==> src/rtl/sd_block_rx_pkg.sv <==
// Shared types and constants for the SD single-block SPI receiver.
package sd_block_rx_pkg;

  typedef enum logic [1:0] {
    StIdle,
    StHunt,
    StData,
    StCrc
  } state_e;

  // Card idles the line at 0xFF and opens a data block with 0xFE.
  localparam logic [7:0] TokIdle  = 8'hFF;
  localparam logic [7:0] TokStart = 8'hFE;

  localparam int unsigned BlockLen = 512;
  localparam int unsigned CrcLen   = 2;

  localparam logic [9:0] LastDataIdx = 10'(BlockLen - 1);
  localparam logic [9:0] CrcDoneCnt  = 10'(CrcLen);

endpackage

==> src/rtl/sd_block_rx_if.sv <==
// Byte stream from the block receiver to its consumer (valid/ready).
interface sd_block_rx_if;
  logic [7:0] out_data;
  logic       out_valid;
  logic       out_ready;

  modport master (
    output out_data,
    output out_valid,
    input  out_ready
  );

  modport slave (
    input  out_data,
    input  out_valid,
    output out_ready
  );
endinterface

==> src/rtl/sd_spi_rxbyte.sv <==
// SPI bit engine: sd_clk divider, stall-before-bit, MSB-first shifter, byte strobe.
module sd_spi_rxbyte #(
  parameter int unsigned CLKDIV = 2
) (
  input  logic       clk,
  input  logic       rst_n,
  input  logic       run,
  input  logic       stall,
  input  logic       sd_di,
  output logic       sd_clk,
  output logic       byte_done,
  output logic [7:0] rx_byte,
  output logic [7:0] held_byte,
  output logic       parked
);

  localparam logic [7:0] DivLast = 8'(CLKDIV - 1);

  logic       sclk_q, sclk_d;
  logic [7:0] div_q, div_d;
  logic [2:0] bit_q, bit_d;
  logic [7:0] shift_q, shift_d;
  logic       sample;

  // Divider/shifter next state; stall only freezes the low phase so a bit never starts.
  always_comb begin
    sclk_d  = sclk_q;
    div_d   = div_q;
    bit_d   = bit_q;
    shift_d = shift_q;
    sample  = 1'b0;
    if (!run) begin
      sclk_d  = 1'b0;
      div_d   = '0;
      bit_d   = '0;
      shift_d = '0;
    end else if (!(stall && !sclk_q)) begin
      if (div_q == DivLast) begin
        div_d  = '0;
        sclk_d = ~sclk_q;
        // Sample in the same cycle sd_clk is driven 0->1.
        if (!sclk_q) begin
          sample  = 1'b1;
          shift_d = {shift_q[6:0], sd_di};
          bit_d   = bit_q + 3'd1;
        end
      end else begin
        div_d = div_q + 8'd1;
      end
    end
  end

  // Engine state register.
  always_ff @(posedge clk) begin
    if (!rst_n) begin
      sclk_q  <= 1'b0;
      div_q   <= '0;
      bit_q   <= '0;
      shift_q <= '0;
    end else begin
      sclk_q  <= sclk_d;
      div_q   <= div_d;
      bit_q   <= bit_d;
      shift_q <= shift_d;
    end
  end

  assign sd_clk    = sclk_q;
  assign byte_done = sample && (bit_q == 3'd7);
  assign rx_byte   = shift_d;
  // After a byte completes the shifter keeps it until the next bit, which stall prevents.
  assign held_byte = shift_q;
  assign parked    = run && stall && !sclk_q;

endmodule

==> src/rtl/sd_block_rx.sv <==
// SD SPI single-block read: token hunt, 512 data bytes to a valid/ready port, CRC discard.
module sd_block_rx
  import sd_block_rx_pkg::*;
#(
  parameter int unsigned CLKDIV   = 2,
  parameter int unsigned HUNT_MAX = 1024
) (
  input  logic          clk,
  input  logic          rst_n,
  input  logic          start,
  output logic          busy,
  output logic          done,
  output logic          err,
  output logic          sd_clk,
  output logic          sd_do,
  input  logic          sd_di,
  sd_block_rx_if.master rx
);

  localparam int unsigned HuntW = $clog2(HUNT_MAX + 1);
  localparam logic [HuntW-1:0] HuntLast = HuntW'(HUNT_MAX - 1);

  state_e           state_q, state_d;
  logic [HuntW-1:0] hunt_q;
  logic [9:0]       cnt_q;
  logic             pend_q;
  logic [7:0]       out_data_q;
  logic             out_valid_q;
  logic             done_q, done_d;
  logic             err_q, err_d;

  logic       run, stall, byte_done, parked;
  logic [7:0] rx_byte, held_byte;
  logic       data_byte, crc_halt, crc_end;

  assign run       = (state_q != StIdle);
  assign crc_halt  = (state_q == StCrc) && (cnt_q == CrcDoneCnt);
  assign stall     = pend_q || crc_halt;
  assign data_byte = (state_q == StData) && byte_done;
  // Finish only once the clock is parked low and the last data byte has been taken.
  assign crc_end   = crc_halt && parked && !out_valid_q;

  sd_spi_rxbyte #(
    .CLKDIV(CLKDIV)
  ) u_rxbyte (
    .clk      (clk),
    .rst_n    (rst_n),
    .run      (run),
    .stall    (stall),
    .sd_di    (sd_di),
    .sd_clk   (sd_clk),
    .byte_done(byte_done),
    .rx_byte  (rx_byte),
    .held_byte(held_byte),
    .parked   (parked)
  );

  // FSM state register.
  always_ff @(posedge clk) begin
    if (!rst_n) begin
      state_q <= StIdle;
    end else begin
      state_q <= state_d;
    end
  end

  // FSM next-state logic.
  always_comb begin
    state_d = state_q;
    unique case (state_q)
      StIdle: if (start) state_d = StHunt;
      StHunt: begin
        if (byte_done) begin
          if (rx_byte == TokStart) begin
            state_d = StData;
          end else if (rx_byte != TokIdle || hunt_q == HuntLast) begin
            state_d = StIdle;
          end
        end
      end
      StData: if (byte_done && cnt_q == LastDataIdx) state_d = StCrc;
      StCrc:  if (crc_end) state_d = StIdle;
      default: state_d = StIdle;
    endcase
  end

  // FSM outputs; done/err are registered into single-cycle pulses.
  always_comb begin
    busy   = (state_q != StIdle);
    done_d = (state_q == StCrc) && crc_end;
    err_d  = (state_q == StHunt) && byte_done && (rx_byte != TokStart) &&
             ((rx_byte != TokIdle) || (hunt_q == HuntLast));
  end

  // Pulse registers.
  always_ff @(posedge clk) begin
    if (!rst_n) begin
      done_q <= 1'b0;
      err_q  <= 1'b0;
    end else begin
      done_q <= done_d;
      err_q  <= err_d;
    end
  end

  // Hunt and byte counters; both cleared whenever idle.
  always_ff @(posedge clk) begin
    if (!rst_n) begin
      hunt_q <= '0;
      cnt_q  <= '0;
    end else begin
      unique case (state_q)
        StIdle: begin
          hunt_q <= '0;
          cnt_q  <= '0;
        end
        StHunt: if (byte_done && rx_byte == TokIdle) hunt_q <= hunt_q + 1'b1;
        StData: if (byte_done) cnt_q <= (cnt_q == LastDataIdx) ? 10'd0 : cnt_q + 10'd1;
        StCrc:  if (byte_done) cnt_q <= cnt_q + 10'd1;
        default: ;
      endcase
    end
  end

  // Output register with a one-byte overflow held in the engine shifter (pend_q).
  always_ff @(posedge clk) begin
    if (!rst_n) begin
      out_data_q  <= '0;
      out_valid_q <= 1'b0;
      pend_q      <= 1'b0;
    end else if (pend_q) begin
      if (rx.out_ready) begin
        out_data_q <= held_byte;
        pend_q     <= 1'b0;
      end
    end else if (data_byte) begin
      if (!out_valid_q || rx.out_ready) begin
        out_data_q  <= rx_byte;
        out_valid_q <= 1'b1;
      end else begin
        pend_q <= 1'b1;
      end
    end else if (out_valid_q && rx.out_ready) begin
      out_valid_q <= 1'b0;
    end
  end

  assign rx.out_data  = out_data_q;
  assign rx.out_valid = out_valid_q;
  assign done         = done_q;
  assign err          = err_q;
  assign sd_do        = 1'b1;

endmodule

==> src/flat_wrapper.sv <==
// flat-port wrapper written by rule: the top's interface ports become plain ports
module sd_block_rx_flat import sd_block_rx_pkg::*;
#(
  parameter int unsigned CLKDIV   = 2,
  parameter int unsigned HUNT_MAX = 1024
)
  (clk, rst_n, start, busy, done, err, sd_clk, sd_do, sd_di, rx_out_data, rx_out_valid, rx_out_ready);
  sd_block_rx_if rx_i ();
  input  logic clk;
  input  logic rst_n;
  input  logic start;
  output logic busy;
  output logic done;
  output logic err;
  output logic sd_clk;
  output logic sd_do;
  input  logic sd_di;
  output wire logic [$bits(rx_i.out_data)-1:0] rx_out_data;
  output wire logic [$bits(rx_i.out_valid)-1:0] rx_out_valid;
  input wire logic [$bits(rx_i.out_ready)-1:0] rx_out_ready;
  assign rx_out_data = rx_i.out_data;
  assign rx_out_valid = rx_i.out_valid;
  assign rx_i.out_ready = rx_out_ready;
  sd_block_rx #(.CLKDIV(CLKDIV), .HUNT_MAX(HUNT_MAX)) u_core (.clk(clk), .rst_n(rst_n), .start(start), .busy(busy), .done(done), .err(err), .sd_clk(sd_clk), .sd_do(sd_do), .sd_di(sd_di), .rx(rx_i));
endmodule
==> config.mk <==
export PLATFORM = sky130hd
export DESIGN_NAME = sd_block_rx_flat
export DESIGN_NICKNAME = d
export VERILOG_FILES = /design/src/rtl/sd_block_rx_pkg.sv /design/src/rtl/sd_block_rx_if.sv /design/src/rtl/sd_spi_rxbyte.sv /design/src/rtl/sd_block_rx.sv /design/src/flat_wrapper.sv
export SDC_FILE = /design/constraint.sdc
export NUM_CORES = 1
export LEC_CHECK = 0
export CAP_MARGIN = 20
export CELL_PAD_IN_SITES_DETAIL_PLACEMENT = 1
export CELL_PAD_IN_SITES_GLOBAL_PLACEMENT = 1
export CORE_AREA = 2 2 91 93
export DETAILED_ROUTE_END_ITERATION = 8
export DIE_AREA = 0 0 93 95
export PLACE_DENSITY_LB_ADDON = 0.25
export SYNTH_ARGS = -nofsm -noshare
export SYNTH_HDL_FRONTEND = slang
export SYNTH_SLANG_ARGS = --single-unit
==> constraint.sdc <==
create_clock -name clk -period 2.3 [get_ports clk]
set_clock_uncertainty 0.15 [all_clocks]
set_input_delay 0.23 -clock clk [delete_from_list [all_inputs] [get_ports clk]]
set_output_delay 0.23 -clock clk [all_outputs]
set_load 0.03 [all_outputs]
==> run_results.csv, run 1 <==
group,metric,value,unit
outcome,status,"complete, no violations",
yosys,synth.yosys.warnings,0,
clock_tree,clock_tree.htree_level_count,2,
yosys,synth_largest_area_cell,"dfxtp_1",
job,maxCapViolCount,0,
drt,route.vias.total,2546,
hold_path,hold_path.class,"flip-flop to flip-flop",
yosys,yosysSeqAreaShare,0.4097,
setup_path,critical_path_s_most_frequent_cell,"ha_4",
setup_path,ff2ff_setup_slack,0.07,ns
setup_path,path_max_fanout,3,
yosys,synth-compound-area-share,0.1736,
yosys,synth-xor-area-share,0.06192,
floorplanning,starting_density_of_the_core,0.3390,
cells_and_area,antenna_cells,0,
timing,fmaxAchievable,448.8,MHz
yosys,postSynthRegisterBits,55,
setup_path,critical_path.endpoint_type,"flip-flop",
yosys,largest_family_of_logic_cells_by_synthesized_area,"simple AND/OR/NAND/NOR gates",
yosys,yosys.area_share.adder,0.03259,
floorplanning,ios,19,
floorplanning,design.core.area,7928,µm²
drt,drt_iter0_drc,100,
drt,vias_per_cell,5.429,
clock_tree,tritoncts,"built",
floorplanning,die-width,93,µm
global_routing,grt_antenna_before_repair,0,
setup_path,max_stage_delay,0.40,ns
power_and_ir_drop,post-layout-total-power,0.001743,W
yosys,synth_largest_type_area_fraction,0.4097,
placement,detailedPlacementHpwl,5399,µm
timing,report.final.slew_viol_count,0,
timing,post-route-period-util,0.9687,
timing,final_hold_fails,0,
global_routing,global_route_wire_length_before_repair,12730,µm
timing,timing.final.crit_period,2.228,ns
placement,port_buffers,17,
yosys,post_synthesis_cells,322,
timing,finalSetupTns,0,ns
power_and_ir_drop,power.leakage,1.106,nW
setup_path,timing_worst_setup_path_type,"flip-flop to flip-flop",
clock_tree,clk_pin_slew_worst_paths,0.10,ns
setup_path,reg2reg_to,"u_core.hunt_q[8]",
yosys,postSynth.topFlopCell,"dfxtp_1",
floorplanning,fp-row-count,33,
setup_path,r2r_start,"u_core.u_rxbyte.bit_q[0]",
power_and_ir_drop,power_per_cell_area,516.3,nW/µm²
timing,setup_repair_after_global_routing_missed_its_margin,"true",
clock_tree,ctsRootBufferMaster,"clkbuf_8",
yosys,syn-cell-area,2688,µm²
yosys,ys_types,49,
yosys,post_synth.cell_area_avg,8.347,µm²
drt,ant_nets,0,
cells_and_area,finalNetCount,375,
yosys,proportion_of_synthesized_flip_flops_having_asynchronous_set_or_reset,0,
floorplanning,floorplan.die_area,8835,µm²
drt,drt-total-wl,7512,µm
setup_path,slowest_stage,"or3b_4",
global_routing,grt_util_all_layers,0.1815,
clock_tree,max-clock-path-buffers,2,
timing,finalSetupViolations,0,
yosys,post_synth_and_or_nand_nor_area_fraction,0.2952,
global_routing,first_global_vias,2544,
power_and_ir_drop,irDropWorstVdd,0.0003019,V
cells_and_area,area_delta_synth_final,25.65,%
setup_path,critPathArrivalTime,2.32,ns
drt,avgRoutedWirePerCell,16.02,µm
clock_tree,cts_hold_repair.buffers,0,
setup_path,r2r.worst_path.cells,7,
yosys,post_syn_nets,334,
clock_tree,clkLatencyLatePin,0.32,ns
drt,detailedRoute.firstPassIterationCount,4,
clock_tree,cts_buffers,5,
setup_path,crit_chain,"ha_4 > ha_4 > or3b_4 > nor4_4 > nand3_1 > or3_1 > a21oi_1",
yosys,synth_area_leaders,"dfxtp_1, a21oi_1, nand2_1",
setup_path,startpoint_of_the_worst_setup_timing_path,"u_core.u_rxbyte.bit_q[0]",
global_routing,global_route_overflow,0,
cells_and_area,final_layout_size_suffix_gt1_frac,0.1731,
yosys,synth-edff-count,0,
global_routing,grt_start_max_net_pins,22,
setup_path,crit_end,"u_core.hunt_q[8]",
drt,drt_drc_violations_left,0,
placement,gp_congestion,0.8234,
floorplanning,height_of_the_die,95,µm
yosys,synthMuxAreaShare,0,
setup_path,worst_setup_path_start_kind,"flip-flop",
setup_path,crit_required,2.40,ns
clock_tree,clock_sinks,55,
==> how the worst min path moves through the flow <==
stage | start | to | slack, ns | cells past startpoint
final | u_core.u_rxbyte.held_byte[7] | u_core.u_rxbyte.held_byte[7] | 0.33 | 2
after global routing | u_core.u_rxbyte.div_q[1] | u_core.u_rxbyte.div_q[1] | 0.36 | 2
after CTS | u_core.u_rxbyte.bit_q[2] | u_core.u_rxbyte.bit_q[2] | 0.33 | 2
after detailed placement | u_core.u_rxbyte.bit_q[2] | u_core.u_rxbyte.bit_q[2] | 0.31 | 2
after global placement | u_core.u_rxbyte.bit_q[2] | u_core.u_rxbyte.bit_q[2] | 0.29 | 2
after floorplan | rx_out_ready | u_core.pend_q | 0.16 | 1
==> power breakdown <==
part	internal [W]	switching, W	total, W
clock network	0.000330	0.000338	0.000668
registers	0.000956	0.00000640	0.000963
logic	0.0000397	0.0000733	0.000113
==> Yosys cell counts (all sizes together) (2+ instances only) <==
master / instances
nor4b: 6
a31oi: 2
xnor2: 7
clkbuf: 9
nand2b: 2
nor2b: 2
o21a: 4
nand3: 17
nand2: 37
o31ai: 4
a211oi: 2
nor3: 9
ha: 7
and3: 8
o211ai: 2
dfxtp: 55
a21oi: 34
nor4: 3
buf: 2
and2: 2
and4: 2
inv: 6
o21ai: 14
a22oi: 8
nor2: 32
xor2: 12
or4: 2
or3: 6
nand4: 10
==> layout make-up <==
| type | instances | area (µm²) |
|---|---|---|
| Sequential cell | 55 | 1105 |
| Multi-Input combinational cell | 251 | 1635 |
| Inverter | 6 | 22.52 |
| Clock inverter | 2 | 38.79 |
| Tap cell | 105 | 131.4 |
| Fill cell | 969 | 4551 |
| Clock buffer | 6 | 72.57 |
| Timing Repair Buffer | 44 | 371.6 |
==> per-stage QoR <==
| step | util | worst slack, ns | cell area, µm² | instances | hold WS (ns) |
|---|---|---|---|---|---|
| after global routing | 0.4260 | -0.05337 | 3377 | 469 | 0.3611 |
| final | 0.4260 | 0.07195 | 3377 | 469 | 0.3347 |
| after detailed placement | 0.3939 | -0.05152 | 3123 | 457 | 0.3110 |
| after CTS | 0.4104 | 0.01195 | 3253 | 466 | 0.3270 |
| after floorplan | - | 0.07356 | 2688 | 322 | 0.1593 |
| after global placement | 0.3939 | 0.03828 | 3123 | 457 | 0.2944 |
==> routing by layer <==
layer  share of wire  track usage  up-vias  wire, µm
li1                -            -     1251         -
met1            0.48       0.2422     1260      3612
met2            0.48       0.3025       28      3615
met3           0.021      0.02554        7       156
met4           0.017      0.06127        0       128
met5               0            0        -         0
==> logic make-up (layout without fill, tap and decap cells) <==
family | Yosys count | in the layout
simple gates | 146 | 146
compound gates | 77 | 78
flops | 55 | 55
xor+xnor | 19 | 19
buf+inv | 17 | 58
fa+ha+maj | 7 | 7
other cells | 1 | 1
==> registers in the layout, summed over array words and instances (netlist names), named ones only <==
| signal | cells |
|---|---|
| u_core.done | 1 |
| u_core.rx.out_data | 8 |
| u_core.err | 1 |
| u_core.hunt_q | 11 |
| u_core.state_q | 1 |
| u_core.pend_q | 1 |
| u_core.u_rxbyte.held_byte | 8 |
| u_core.u_rxbyte.bit_q | 3 |
| u_core.u_rxbyte.div_q | 8 |
| u_core.cnt_q | 10 |
| u_core.rx.out_valid | 1 |
| u_core.u_rxbyte.sd_clk | 1 |
==> repair_timing <==
action,4_1_cts,5_1_grt
cloned,1,0
resized for setup,3,25
setup buffers,0,3
pin swaps,1,5
endpoints found under the setup margin,9,28
==> worst max-delay path: cells and delay by family, from the launching register on <==
| kind | cells | cell delay, ns |
|---|---|---|
| flip-flops | 1 | 0.37 |
| adder cells (fa/ha/maj) | 2 | 0.26 |
| AND/OR/NAND/NOR | 4 | 1.26 |
| AO/OA/AOI/OAI | 1 | 0.12 |
==> placed cells by master (no fill, tap or decap), types with 2 or more instances in the layout <==
cell              n
and2_1            2
o21ai_0          11
nand2_1          37
or3_1             6
o21a_1            4
a211oi_1          2
and3_1            8
nand3_1          17
nor4b_2           3
o21ai_1           2
xor2_1           12
dfxtp_2           3
buf_4            27
nand4_1          10
xnor2_1           7
o31ai_1           3
nor4b_1           2
clkbuf_8          5
inv_1             5
nand2b_1          2
o22a_4            2
and4_1            2
dfxtp_1          52
clkdlybuf4s50_1  16
a21oi_1          33
o211ai_1          2
nor3_1            7
a22oi_1           8
or4_1             2
ha_4              2
ha_1              4
nor2_1           31
nor2b_1           2
Power figures use the tool's default switching activity.
==> run 2, diff against run 1 <==
==> constraint.sdc (replaced) <==
create_clock -name clk -period 2.2 [get_ports clk]
set_clock_uncertainty 0.15 [all_clocks]
set_input_delay 0.22 -clock clk [delete_from_list [all_inputs] [get_ports clk]]
set_output_delay 0.22 -clock clk [all_outputs]
set_load 0.03 [all_outputs]
==> run 2 against run 1 <==
Final cell count rose by 2.1%. The flow now finishes with violations (negative setup slack). Design area rose by 3.1%. Power up 0.22%. Critical path depth up 1. Via count is 0.12% lower. First-iteration DRC count is 17% lower. Sequential share of layout area is 0.87 points lower. Largest cell class unchanged. Register-to-register slack lost 0.13 ns. Fmax fell by 1.2%. Highest routed layer unchanged. Count of clock-buffer cells in the layout is 1 lower. Utilization grew 1.3 points.
==> run_results.csv, run 2 (same netlist as run 1, synthesis figures left out) <==
group,metric,value,unit
outcome,status,"finished with violations",
outcome,failing_checks,"negative setup slack",
floorplanning,die-width,93,µm
timing,post-route-period-util,1.025,
global_routing,grt_util_all_layers,0.1737,
setup_path,worst_path_dominant_cell_family,"simple AND/OR/NAND/NOR gates",
cells_and_area,fin_area,3481,µm²
cells_and_area,ff_latch_area,1109,µm²
timing,setup_repair_after_global_routing_missed_its_margin,"true",
timing,report.final.slew_viol_count,0,
clock_tree,max-clock-path-buffers,2,
drt,ant_nets,0,
drt,route.vias.total,2543,
clock_tree,clock_sinks,55,
clock_tree,clock_tree.htree_level_count,2,
hold_path,hold_path.class,"flip-flop to flip-flop",
floorplanning,floorplan.die_area,8835,µm²
global_routing,global_route_wire_length_before_repair,12310,µm
clock_tree,cts_hold_repair.buffers,0,
drt,drt_drc_violations_left,0,
drt,drt_iter0_drc,83,
setup_path,crit_required,2.26,ns
floorplanning,design.core.area,7928,µm²
clock_tree,clkLatencyLatePin,0.32,ns
cells_and_area,layout.cells.most_common_list,"dfxtp_1, nand2_1, buf_4, a21oi_1, nor2_1",
floorplanning,ios,19,
power_and_ir_drop,power_per_cell_area,502.0,nW/µm²
timing,worst_hold_slack,0.3387,ns
placement,gp_congestion,0.8009,
drt,drt-total-wl,7647,µm
floorplanning,height_of_the_die,95,µm
placement,detailedPlacementHpwl,5458,µm
drt,vias_per_cell,5.309,
global_routing,global_route_overflow,0,
cells_and_area,layout_top_registers,"u_core.hunt_q: 11 flops, u_core.cnt_q: 10 flops",
cells_and_area,antenna_cells,0,
setup_path,worst_setup_path_start_kind,"flip-flop",
cells_and_area,register_ranked_first_by_flip_flop_count,"u_core.hunt_q",
power_and_ir_drop,post-layout-total-power,0.001747,W
setup_path,critPathBufInv,2,
power_and_ir_drop,irDropWorstVdd,0.0003091,V
global_routing,grt_start_max_net_pins,22,
clock_tree,ctsRootBufferMaster,"clkbuf_8",
clock_tree,clk_pin_slew_worst_paths,0.11,ns
power_and_ir_drop,power.leakage,1.169,nW
setup_path,slowest_stage,"or4b_4",
drt,avgRoutedWirePerCell,15.96,µm
drt,detailedRoute.firstPassIterationCount,4,
setup_path,path_max_fanout,3,
timing,worst_pin_slew,0.5387,ns
cells_and_area,fill_cells,976,
cells_and_area,area_delta_synth_final,29.52,%
timing,worst_slack,-0.05446,ns
setup_path,critical_path.endpoint_type,"flip-flop",
floorplanning,fp-row-count,33,
cells_and_area,finalNetCount,385,
job,maxCapViolCount,0,
cells_and_area,largest_register_ffs,11,
timing,fmaxAchievable,443.6,MHz
cells_and_area,final_common_cell,"dfxtp_1",
timing,slew_headroom,0.6404,
setup_path,ff2ff_setup_slack,-0.05,ns
floorplanning,starting_density_of_the_core,0.3390,
placement,port_buffers,17,
setup_path,max_stage_delay,0.52,ns
placement,dpl-instance-area,3167,µm²
global_routing,first_global_vias,2496,
timing,timing.final.crit_period,2.254,ns
setup_path,timing_worst_setup_path_type,"flip-flop to flip-flop",
clock_tree,tritoncts,"built",
timing,finalSetupViolations,3,
timing,final_hold_fails,0,
cells_and_area,layout.core_utilization,0.4391,
setup_path,crit_chain,"inv_2 > ha_4 > or4b_4 > nor4_4 > buf_4 > o31ai_2 > a21boi_1 > o21a_1",
clock_tree,cts_buffers,5,
setup_path,critPathArrivalTime,2.32,ns
global_routing,grt_antenna_before_repair,0,
cells_and_area,multiInputGateArea,1673,µm²
cells_and_area,final_layout_size_suffix_gt1_frac,0.2139,
==> run 2: path summary, 6_finish.rpt <==
path                                                   start                            to  cells after the start
worst min register to register  u_core.u_rxbyte.held_byte[7]  u_core.u_rxbyte.held_byte[7]                      2
worst min-delay path            u_core.u_rxbyte.held_byte[7]  u_core.u_rxbyte.held_byte[7]                      2
worst max register to register      u_core.u_rxbyte.div_q[1]             u_core.state_q[0]                      8
worst max-delay path                u_core.u_rxbyte.div_q[1]             u_core.state_q[0]                      8
==> run 2: stage by stage <==
step	instances	setup TNS, ns	setup WS [ns]
3_5_place_dp	462	-0.8968	-0.1352
6_report	479	-0.07347	-0.05446
2_1_floorplan	322	0	0.04434
5_1_grt	479	-1.268	-0.1617
3_3_place_gp	462	0	0.00007949
4_1_cts	472	0	0.001126
==> run 2: per-layer routing <==
layer  global-route usage  share of wire  routed length (µm)
met4              0.04779          0.016                 119
met2               0.3164           0.51                3910
met5                    0              0                   0
met3              0.02713          0.013                 100
met1               0.2124           0.46                3516
==> run 2: worst register-to-register path: cells and delay by family (launching register included) <==
family	cells	cell delay (ns)
DFF	1	0.35
buffers and inverters	2	0.25
and+or+nand+nor	2	0.86
AOI/OAI and AO/OA	3	0.40
adders and majority gates	1	0.14
==> run 2: area by class of cell <==
class / instances / share of cell area
Timing Repair Buffer: 54 / 0.1294
Inverter: 6 / 0.006470
Tap cell: 105 / 0.03774
Clock buffer: 5 / 0.01977
Sequential cell: 55 / 0.3185
Multi-Input combinational cell: 251 / 0.4806
Clock inverter: 3 / 0.007549
==> run 2: what timing repair did <==
item,CTS,global route
setup buffers,2,6
endpoints found under the setup margin,18,47
gates resized for setup,15,21
pin swaps,5,11
cloned,0,1
==> run 2: power by group <==
group	switching (W)	internal, W
sequential	0.00000796	0.00100
clock	0.000372	0.000235
combinational	0.0000783	0.0000532
total	0.000458	0.00129
==> run 3, diff against run 2 <==
--- a/config.mk
+++ b/config.mk
@@ -5,7 +5,6 @@
 export SDC_FILE = /design/constraint.sdc
 export NUM_CORES = 1
 export LEC_CHECK = 0
-export CAP_MARGIN = 20
 export CELL_PAD_IN_SITES_DETAIL_PLACEMENT = 1
 export CELL_PAD_IN_SITES_GLOBAL_PLACEMENT = 1
 export CORE_AREA = 2 2 91 93
==> results of run 3 <==
Same layout as run 2: the final DEF is identical, and so are final timing and power.
